<file path="config.mk">
export PLATFORM = sky130hd
export DESIGN_NAME = memory_stage
export DESIGN_NICKNAME = d
export VERILOG_FILES = /design/src/rtl/mem_pkg.sv /design/src/rtl/load_store_align.sv /design/src/rtl/memory_stage.sv
export SDC_FILE = /design/constraint.sdc
export NUM_CORES = 1
export LEC_CHECK = 0
export ABC_AREA = 1
export CAP_MARGIN = 20
export CORE_AREA = 2 2 124 126
export DETAILED_ROUTE_END_ITERATION = 8
export DIE_AREA = 0 0 126 128
export DONT_BUFFER_PORTS = 1
export GPL_ROUTABILITY_DRIVEN = 0
export GPL_TIMING_DRIVEN = 0
export SYNTH_ARGS = -nofsm -noshare
export SYNTH_HDL_FRONTEND = slang
export SYNTH_SLANG_ARGS = --single-unit
</file>
<file path="constraint.sdc">
create_clock -name clk -period 3.53 [get_ports clk]
set_input_delay 0.5295 -clock clk [delete_from_list [all_inputs] [get_ports clk]]
set_output_delay 0.5295 -clock clk [all_outputs]
set_load 0.02 [all_outputs]
</file>
<file path="src/rtl/mem_pkg.sv">
// Shared encodings for the RV32I memory-access stage: access sizes, writeback
// source selects and the handshake FSM states.
package mem_pkg;

  localparam logic [2:0] F3_B  = 3'b000;
  localparam logic [2:0] F3_H  = 3'b001;
  localparam logic [2:0] F3_W  = 3'b010;
  localparam logic [2:0] F3_BU = 3'b100;
  localparam logic [2:0] F3_HU = 3'b101;

  localparam logic [1:0] RS_ALU = 2'b00;
  localparam logic [1:0] RS_MEM = 2'b01;
  localparam logic [1:0] RS_PC4 = 2'b10;

  typedef enum logic {
    IDLE = 1'b0,
    WAIT = 1'b1
  } mem_state_t;

endpackage

</file>
<file path="src/rtl/load_store_align.sv">
// Combinational lane steering: store replication/byte enables, load lane
// extraction with sign/zero extension, and misalignment detection.
module load_store_align
  import mem_pkg::*;
(
  input  logic [2:0]  funct3,
  input  logic [1:0]  addr_lo,
  input  logic [31:0] store_data,
  input  logic [31:0] read_data,
  output logic [31:0] wdata,
  output logic [3:0]  be,
  output logic [31:0] load_data,
  output logic        misaligned
);

  logic [31:0] lane;

  // Shift the addressed byte/half down to bit 0 before extension.
  assign lane = read_data >> {addr_lo, 3'b000};

  always_comb begin
    wdata      = store_data;
    be         = 4'b1111;
    load_data  = lane;
    misaligned = 1'b0;
    case (funct3)
      F3_B, F3_BU: begin
        wdata     = {4{store_data[7:0]}};
        be        = 4'b0001 << addr_lo;
        load_data = (funct3 == F3_B) ? {{24{lane[7]}}, lane[7:0]} : {24'h0, lane[7:0]};
      end
      F3_H, F3_HU: begin
        wdata      = {2{store_data[15:0]}};
        be         = 4'b0011 << {addr_lo[1], 1'b0};
        load_data  = (funct3 == F3_H) ? {{16{lane[15]}}, lane[15:0]} : {16'h0, lane[15:0]};
        misaligned = addr_lo[0];
      end
      // Word and the unused encodings all behave as a full-word access.
      default: misaligned = |addr_lo;
    endcase
  end

endmodule

</file>
<file path="src/rtl/memory_stage.sv">
// RV32I memory stage: data-memory req/ack handshake with bounded wait, MEM/WB register.
// Latency 1 cycle (zero-wait) or N+1; stallM holds upstream while a request is unacknowledged.
module memory_stage
  import mem_pkg::*;
#(
  parameter int D_WIDTH = 32,
  parameter int A_WIDTH = 5,
  parameter int TIMEOUT = 16
) (
  input  logic               clk,
  input  logic               rst_n,
  input  logic               validM,
  input  logic               RegWriteM,
  input  logic [1:0]         ResultSrcM,
  input  logic               MemWriteM,
  input  logic [2:0]         funct3M,
  input  logic [D_WIDTH-1:0] ALUResultM,
  input  logic [D_WIDTH-1:0] WriteDataM,
  input  logic [D_WIDTH-1:0] PCPlus4M,
  input  logic [A_WIDTH-1:0] RdM,
  output logic               stallM,
  output logic               mem_req,
  output logic               mem_we,
  output logic [D_WIDTH-1:0] mem_addr,
  output logic [D_WIDTH-1:0] mem_wdata,
  output logic [3:0]         mem_be,
  input  logic [D_WIDTH-1:0] mem_rdata,
  input  logic               mem_ack,
  output logic               RegWriteW,
  output logic [1:0]         ResultSrcW,
  output logic [D_WIDTH-1:0] ReadDataW,
  output logic [D_WIDTH-1:0] ALUResultW,
  output logic [D_WIDTH-1:0] PCPlus4W,
  output logic [A_WIDTH-1:0] RdW,
  output logic               misalignW,
  output logic               bus_errW
);

  localparam int CW = (TIMEOUT > 1) ? $clog2(TIMEOUT) : 1;
  localparam logic [CW-1:0] CNT_LAST = CW'(TIMEOUT - 1);

  mem_state_t state_q, state_d;
  logic [CW-1:0] cnt_q, cnt_d;

  logic               reg_write_q, reg_write_d;
  logic [1:0]         result_src_q, result_src_d;
  logic [D_WIDTH-1:0] read_data_q, read_data_d;
  logic [D_WIDTH-1:0] alu_result_q, alu_result_d;
  logic [D_WIDTH-1:0] pc_plus4_q, pc_plus4_d;
  logic [A_WIDTH-1:0] rd_q, rd_d;
  logic               misalign_q, misalign_d;
  logic               bus_err_q, bus_err_d;

  logic mem_op, is_load, misaligned, req, abort, done, capture;
  logic [31:0] st_wdata, ld_data;
  logic [3:0]  st_be;

  load_store_align u_align (
    .funct3     (funct3M),
    .addr_lo    (ALUResultM[1:0]),
    .store_data (WriteDataM),
    .read_data  (mem_rdata),
    .wdata      (st_wdata),
    .be         (st_be),
    .load_data  (ld_data),
    .misaligned (misaligned)
  );

  assign mem_op  = validM & (MemWriteM | (ResultSrcM == RS_MEM));
  assign is_load = (ResultSrcM == RS_MEM) & ~MemWriteM;

  always_comb begin
    state_d = state_q;
    cnt_d   = cnt_q;
    req     = 1'b0;
    abort   = 1'b0;
    case (state_q)
      IDLE: begin
        req = mem_op & ~misaligned;
        if (req && !mem_ack) begin
          state_d = WAIT;
          cnt_d   = '0;
        end
      end
      WAIT: begin
        if (mem_ack) begin
          req     = 1'b1;
          state_d = IDLE;
          cnt_d   = '0;
        end else if (cnt_q == CNT_LAST) begin
          abort   = 1'b1;
          state_d = IDLE;
          cnt_d   = '0;
        end else begin
          req   = 1'b1;
          cnt_d = cnt_q + 1'b1;
        end
      end
      default: state_d = IDLE;
    endcase
  end

  // Gating with rst_n drops the request the moment reset is asserted mid-wait.
  assign mem_req   = rst_n & req;
  assign done      = mem_req & mem_ack;
  assign stallM    = mem_req & ~mem_ack & ~abort;
  assign mem_we    = mem_req & MemWriteM;
  assign mem_addr  = mem_req ? {ALUResultM[D_WIDTH-1:2], 2'b00} : '0;
  assign mem_wdata = mem_req ? st_wdata : '0;
  assign mem_be    = mem_req ? st_be : 4'b0000;

  // Misaligned and aborted accesses never complete, so they fall out as bubbles.
  assign capture = validM & (~mem_op | done);

  always_comb begin
    reg_write_d  = capture & RegWriteM;
    result_src_d = capture ? ResultSrcM : 2'b00;
    read_data_d  = (capture && mem_op && is_load) ? ld_data : '0;
    alu_result_d = capture ? ALUResultM : '0;
    pc_plus4_d   = capture ? PCPlus4M : '0;
    rd_d         = capture ? RdM : '0;
    misalign_d   = mem_op & misaligned;
    bus_err_d    = abort;
  end

  always_ff @(posedge clk or negedge rst_n) begin
    if (!rst_n) begin
      state_q      <= IDLE;
      cnt_q        <= '0;
      reg_write_q  <= 1'b0;
      result_src_q <= 2'b00;
      read_data_q  <= '0;
      alu_result_q <= '0;
      pc_plus4_q   <= '0;
      rd_q         <= '0;
      misalign_q   <= 1'b0;
      bus_err_q    <= 1'b0;
    end else begin
      state_q      <= state_d;
      cnt_q        <= cnt_d;
      reg_write_q  <= reg_write_d;
      result_src_q <= result_src_d;
      read_data_q  <= read_data_d;
      alu_result_q <= alu_result_d;
      pc_plus4_q   <= pc_plus4_d;
      rd_q         <= rd_d;
      misalign_q   <= misalign_d;
      bus_err_q    <= bus_err_d;
    end
  end

  assign RegWriteW  = reg_write_q;
  assign ResultSrcW = result_src_q;
  assign ReadDataW  = read_data_q;
  assign ALUResultW = alu_result_q;
  assign PCPlus4W   = pc_plus4_q;
  assign RdW        = rd_q;
  assign misalignW  = misalign_q;
  assign bus_errW   = bus_err_q;

endmodule

</file>
==> flow_summary_export.csv <==
group,metric,value,unit
timing,setup_tns,0,ps
grt,track_usage,0.1893,
setup_path,start_kind,"flop",
drt,drt-initial-drc-count,237,
grt,overflow,0,
grt,grt_pass1_wl,23230,um
timing,rsz0062_at_grt,"false",
setup_path,arrival,2350,ps
clock_tree,cts.sinks,111,
logic_synthesis,synth_area,5187,um2
cells_and_area,fin_nets,793,
grt,grt_pass1_vias,4236,
logic_synthesis,netlist.top_cell.by_area,"dfrtp_1",
floorplan,floorplan.initialDensity,0.3490,
clock_tree,cts.reportedPaths.clkPinSlew,70,ps
cells_and_area,area_delta_synth_final,10.42,%
clock_tree,cts_made_buffers,9,
logic_synthesis,synthCells,635,
grt,grt_max_degree,112,
pwr,powerDensity,479.2,nW/um2
timing,slew_viol_final,0,
cells_and_area,final_area,5728,um2
timing,maxSlewHeadroom,0.4162,
timing,period_minus_slack,2876,ps
clock_tree,cts_tree,"built",
timing,period_share,0.8146,
clock_tree,cts.path.max_buffers,2,
drt,via_per_inst,4.995,
placed_design,place_hpwl,12730,um
drt,vias,4201,
logic_synthesis,async_flop_share,1.000,
job,max-cap-violations,0,
drt,wl_per_cell,18.72,um
setup_path,worstSetupEndpointType,"primary output",
setup_path,reg2reg_from,"state_q",
pwr,p_leak,3.115,nW
status,status,"finished, final reports clean",
drt,wl,15740,um
logic_synthesis,synthFlopType,"dfrtp_1",
cells_and_area,drive_gt1_frac,0.1118,
logic_synthesis,yosysWarnings,0,
logic_synthesis,synth_most_common_cell,"nor2_1",
timing,fmax,347.8,MHz
drt,post-route-drc-count,0,
clock_tree,htreeDepth,3,
logic_synthesis,synthTopCellsByArea,"dfrtp_1 54%, nor2_1 12%, inv_1 7.5%",
logic_synthesis,yosysSeqAreaShare,0.5355,
setup_path,rr_worst_depth,7,
setup_path,worst_ep_required_time,3000,ps
setup_path,worst-path-max-fanout,10,
grt,grt_antenna_before_repair,0,
drt,ant_nets,0,
floorplan,rows,45,
floorplan,die_width,126,um
logic_synthesis,synth_top_area_frac,0.5355,
logic_synthesis,synth.distinct_cells,29,
clock_tree,cts_root_buf,"clkbuf_16",
timing,skew,9.173,ps
setup_path,critPathKind,"flop to primary output",
logic_synthesis,syn_avg_cell_area,8.169,um2
pwr,ir_worst_vdd,0.2119,mV
clock_tree,ctsResizeCount,0,
worst_hold_path,hold_path.class,"input pin to async pin",
logic_synthesis,synth_edf_count,0,
floorplan,dieHeight,128,um
clock_tree,clock_latency,350,ps
logic_synthesis,netlist_top_cells_count,"168 x nor2_1, 111 x dfrtp_1, 104 x inv_1",
setup_path,r2r_end,"ReadDataW[13]",
timing,setup_viol,0,
clock_tree,post_cts_buffers,0,
drt,drt_first_pass_iters,4,
floorplan,die_area,16130,um2
floorplan,io_pins,321,
timing,finalHoldViolations,0,
placed_design,place.port_buffers,0,
placed_design,place_area,5426,um2
timing,worst_pin_slew,869.0,ps
setup_path,reg2reg_slack,2210,ps
logic_synthesis,ys_seq_elements,111,
floorplan,core_area,14860,um2
cells_and_area,diodes,0,
-- critical path: stages, from the launching register on --
cell	delay [ps]
dfrtp_1	410
ha_1	220
nand2_1	80
nor2_1	60
nand2_1	100
nand3_2	180
buf_2	260
nor3_1	690
-- how the worst max path moves through the flow --
stage                       start       endpoint  slack [ps]  depth (start not counted)
finish                   cnt_q[0]  mem_wdata[29]         650                          7
floorplan           ALUResultM[1]  mem_wdata[27]        1180                          9
CTS                      cnt_q[0]  mem_wdata[29]         630                          7
detailed placement  ALUResultM[1]  mem_wdata[29]         690                          9
global placement    ALUResultM[1]  mem_wdata[29]         690                          9
global route             cnt_q[0]  mem_wdata[29]         530                          7
-- final cells by class --
type,count,area (um2)
Multi-Input combinational cell,382,1769
Clock buffer,10,229.0
Sequential cell,111,2778
Buffer,35,234.0
Timing Repair Buffer,1,27.53
Tap cell,188,235.2
Clock inverter,6,45.04
Inverter,108,410.4
Fill cell,1522,9136
-- metrics by stage --
step / worst slack (ps) / cells / power (W) / util / hold WS (ps)
2_1_floorplan: 1179 / 636 / 0.001727 / - / 233.9
3_3_place_gp: 686.4 / 824 / 0.001804 / 0.3651 / 235.9
3_5_place_dp: 690.8 / 824 / 0.001814 / 0.3651 / 235.4
4_1_cts: 628.2 / 841 / 0.002775 / 0.3854 / 139.1
5_1_grt: 526.1 / 841 / 0.002860 / 0.3854 / 121.9
6_report: 654.4 / 841 / 0.002745 / 0.3854 / 86.43
-- placed cells by master (no fill, tap or decap), types with 9 or more instances in the layout --
cell type | netlist | final
a211oi_1 | 13 | 13
a21oi_1 | 16 | 16
a22oi_1 | 10 | 10
buf_6 | 11 | 11
clkbuf_1 | 14 | 15
clkbuf_16 | 0 | 9
dfrtp_1 | 111 | 111
inv_1 | 104 | 104
nand2_1 | 89 | 89
nor2_1 | 168 | 168
nor2_2 | 19 | 19
o21ai_0 | 28 | 28
-- cells by family after synthesis --
| logic type | synth area share |
|---|---|
| AO/OA/AOI/OAI | 0.09599 |
| XOR/XNOR | 0.001689 |
| adder cells (fa/ha/maj) | 0.002412 |
| buffers and inverters | 0.1242 |
| flip-flops | 0.5355 |
| other | 0.0007229 |
| AND/OR/NAND/NOR | 0.2395 |
-- per-layer routing --
layer / wire, um / global-route usage / share of wire / vias to the layer above
li1: - / - / - / 1932
met1: 5390 / 0.1889 / 0.34 / 1969
met4: 531 / 0.09179 / 0.034 / 0
met2: 8554 / 0.3653 / 0.54 / 266
met3: 1265 / 0.04633 / 0.080 / 34
met5: 0 / 0 / 0 / -
-- flip-flops by register name, indices dropped and copies added, names as in the netlist --
name,flops
bus_errW,1
RegWriteW,1
ALUResultW,32
ResultSrcW,2
RdW,5
cnt_q,4
state_q,1
misalignW,1
PCPlus4W,32
ReadDataW,32
-- timing repair --
| item | CTS | global route |
|---|---|---|
| hold buffers | 1 | 0 |
| hold endpoints to repair | 111 | 0 |
| setup endpoints to repair | 0 | 0 |
-- power breakdown --
part           internal [W]  switching (W)  leakage (nW)  total [W]
registers           0.00133      0.0000961          1.49    0.00143
logic              0.000106       0.000282          1.49   0.000388
clock network      0.000484       0.000447         0.137   0.000931
total               0.00192       0.000825          3.12    0.00275
Power figures use the tool's default switching activity.
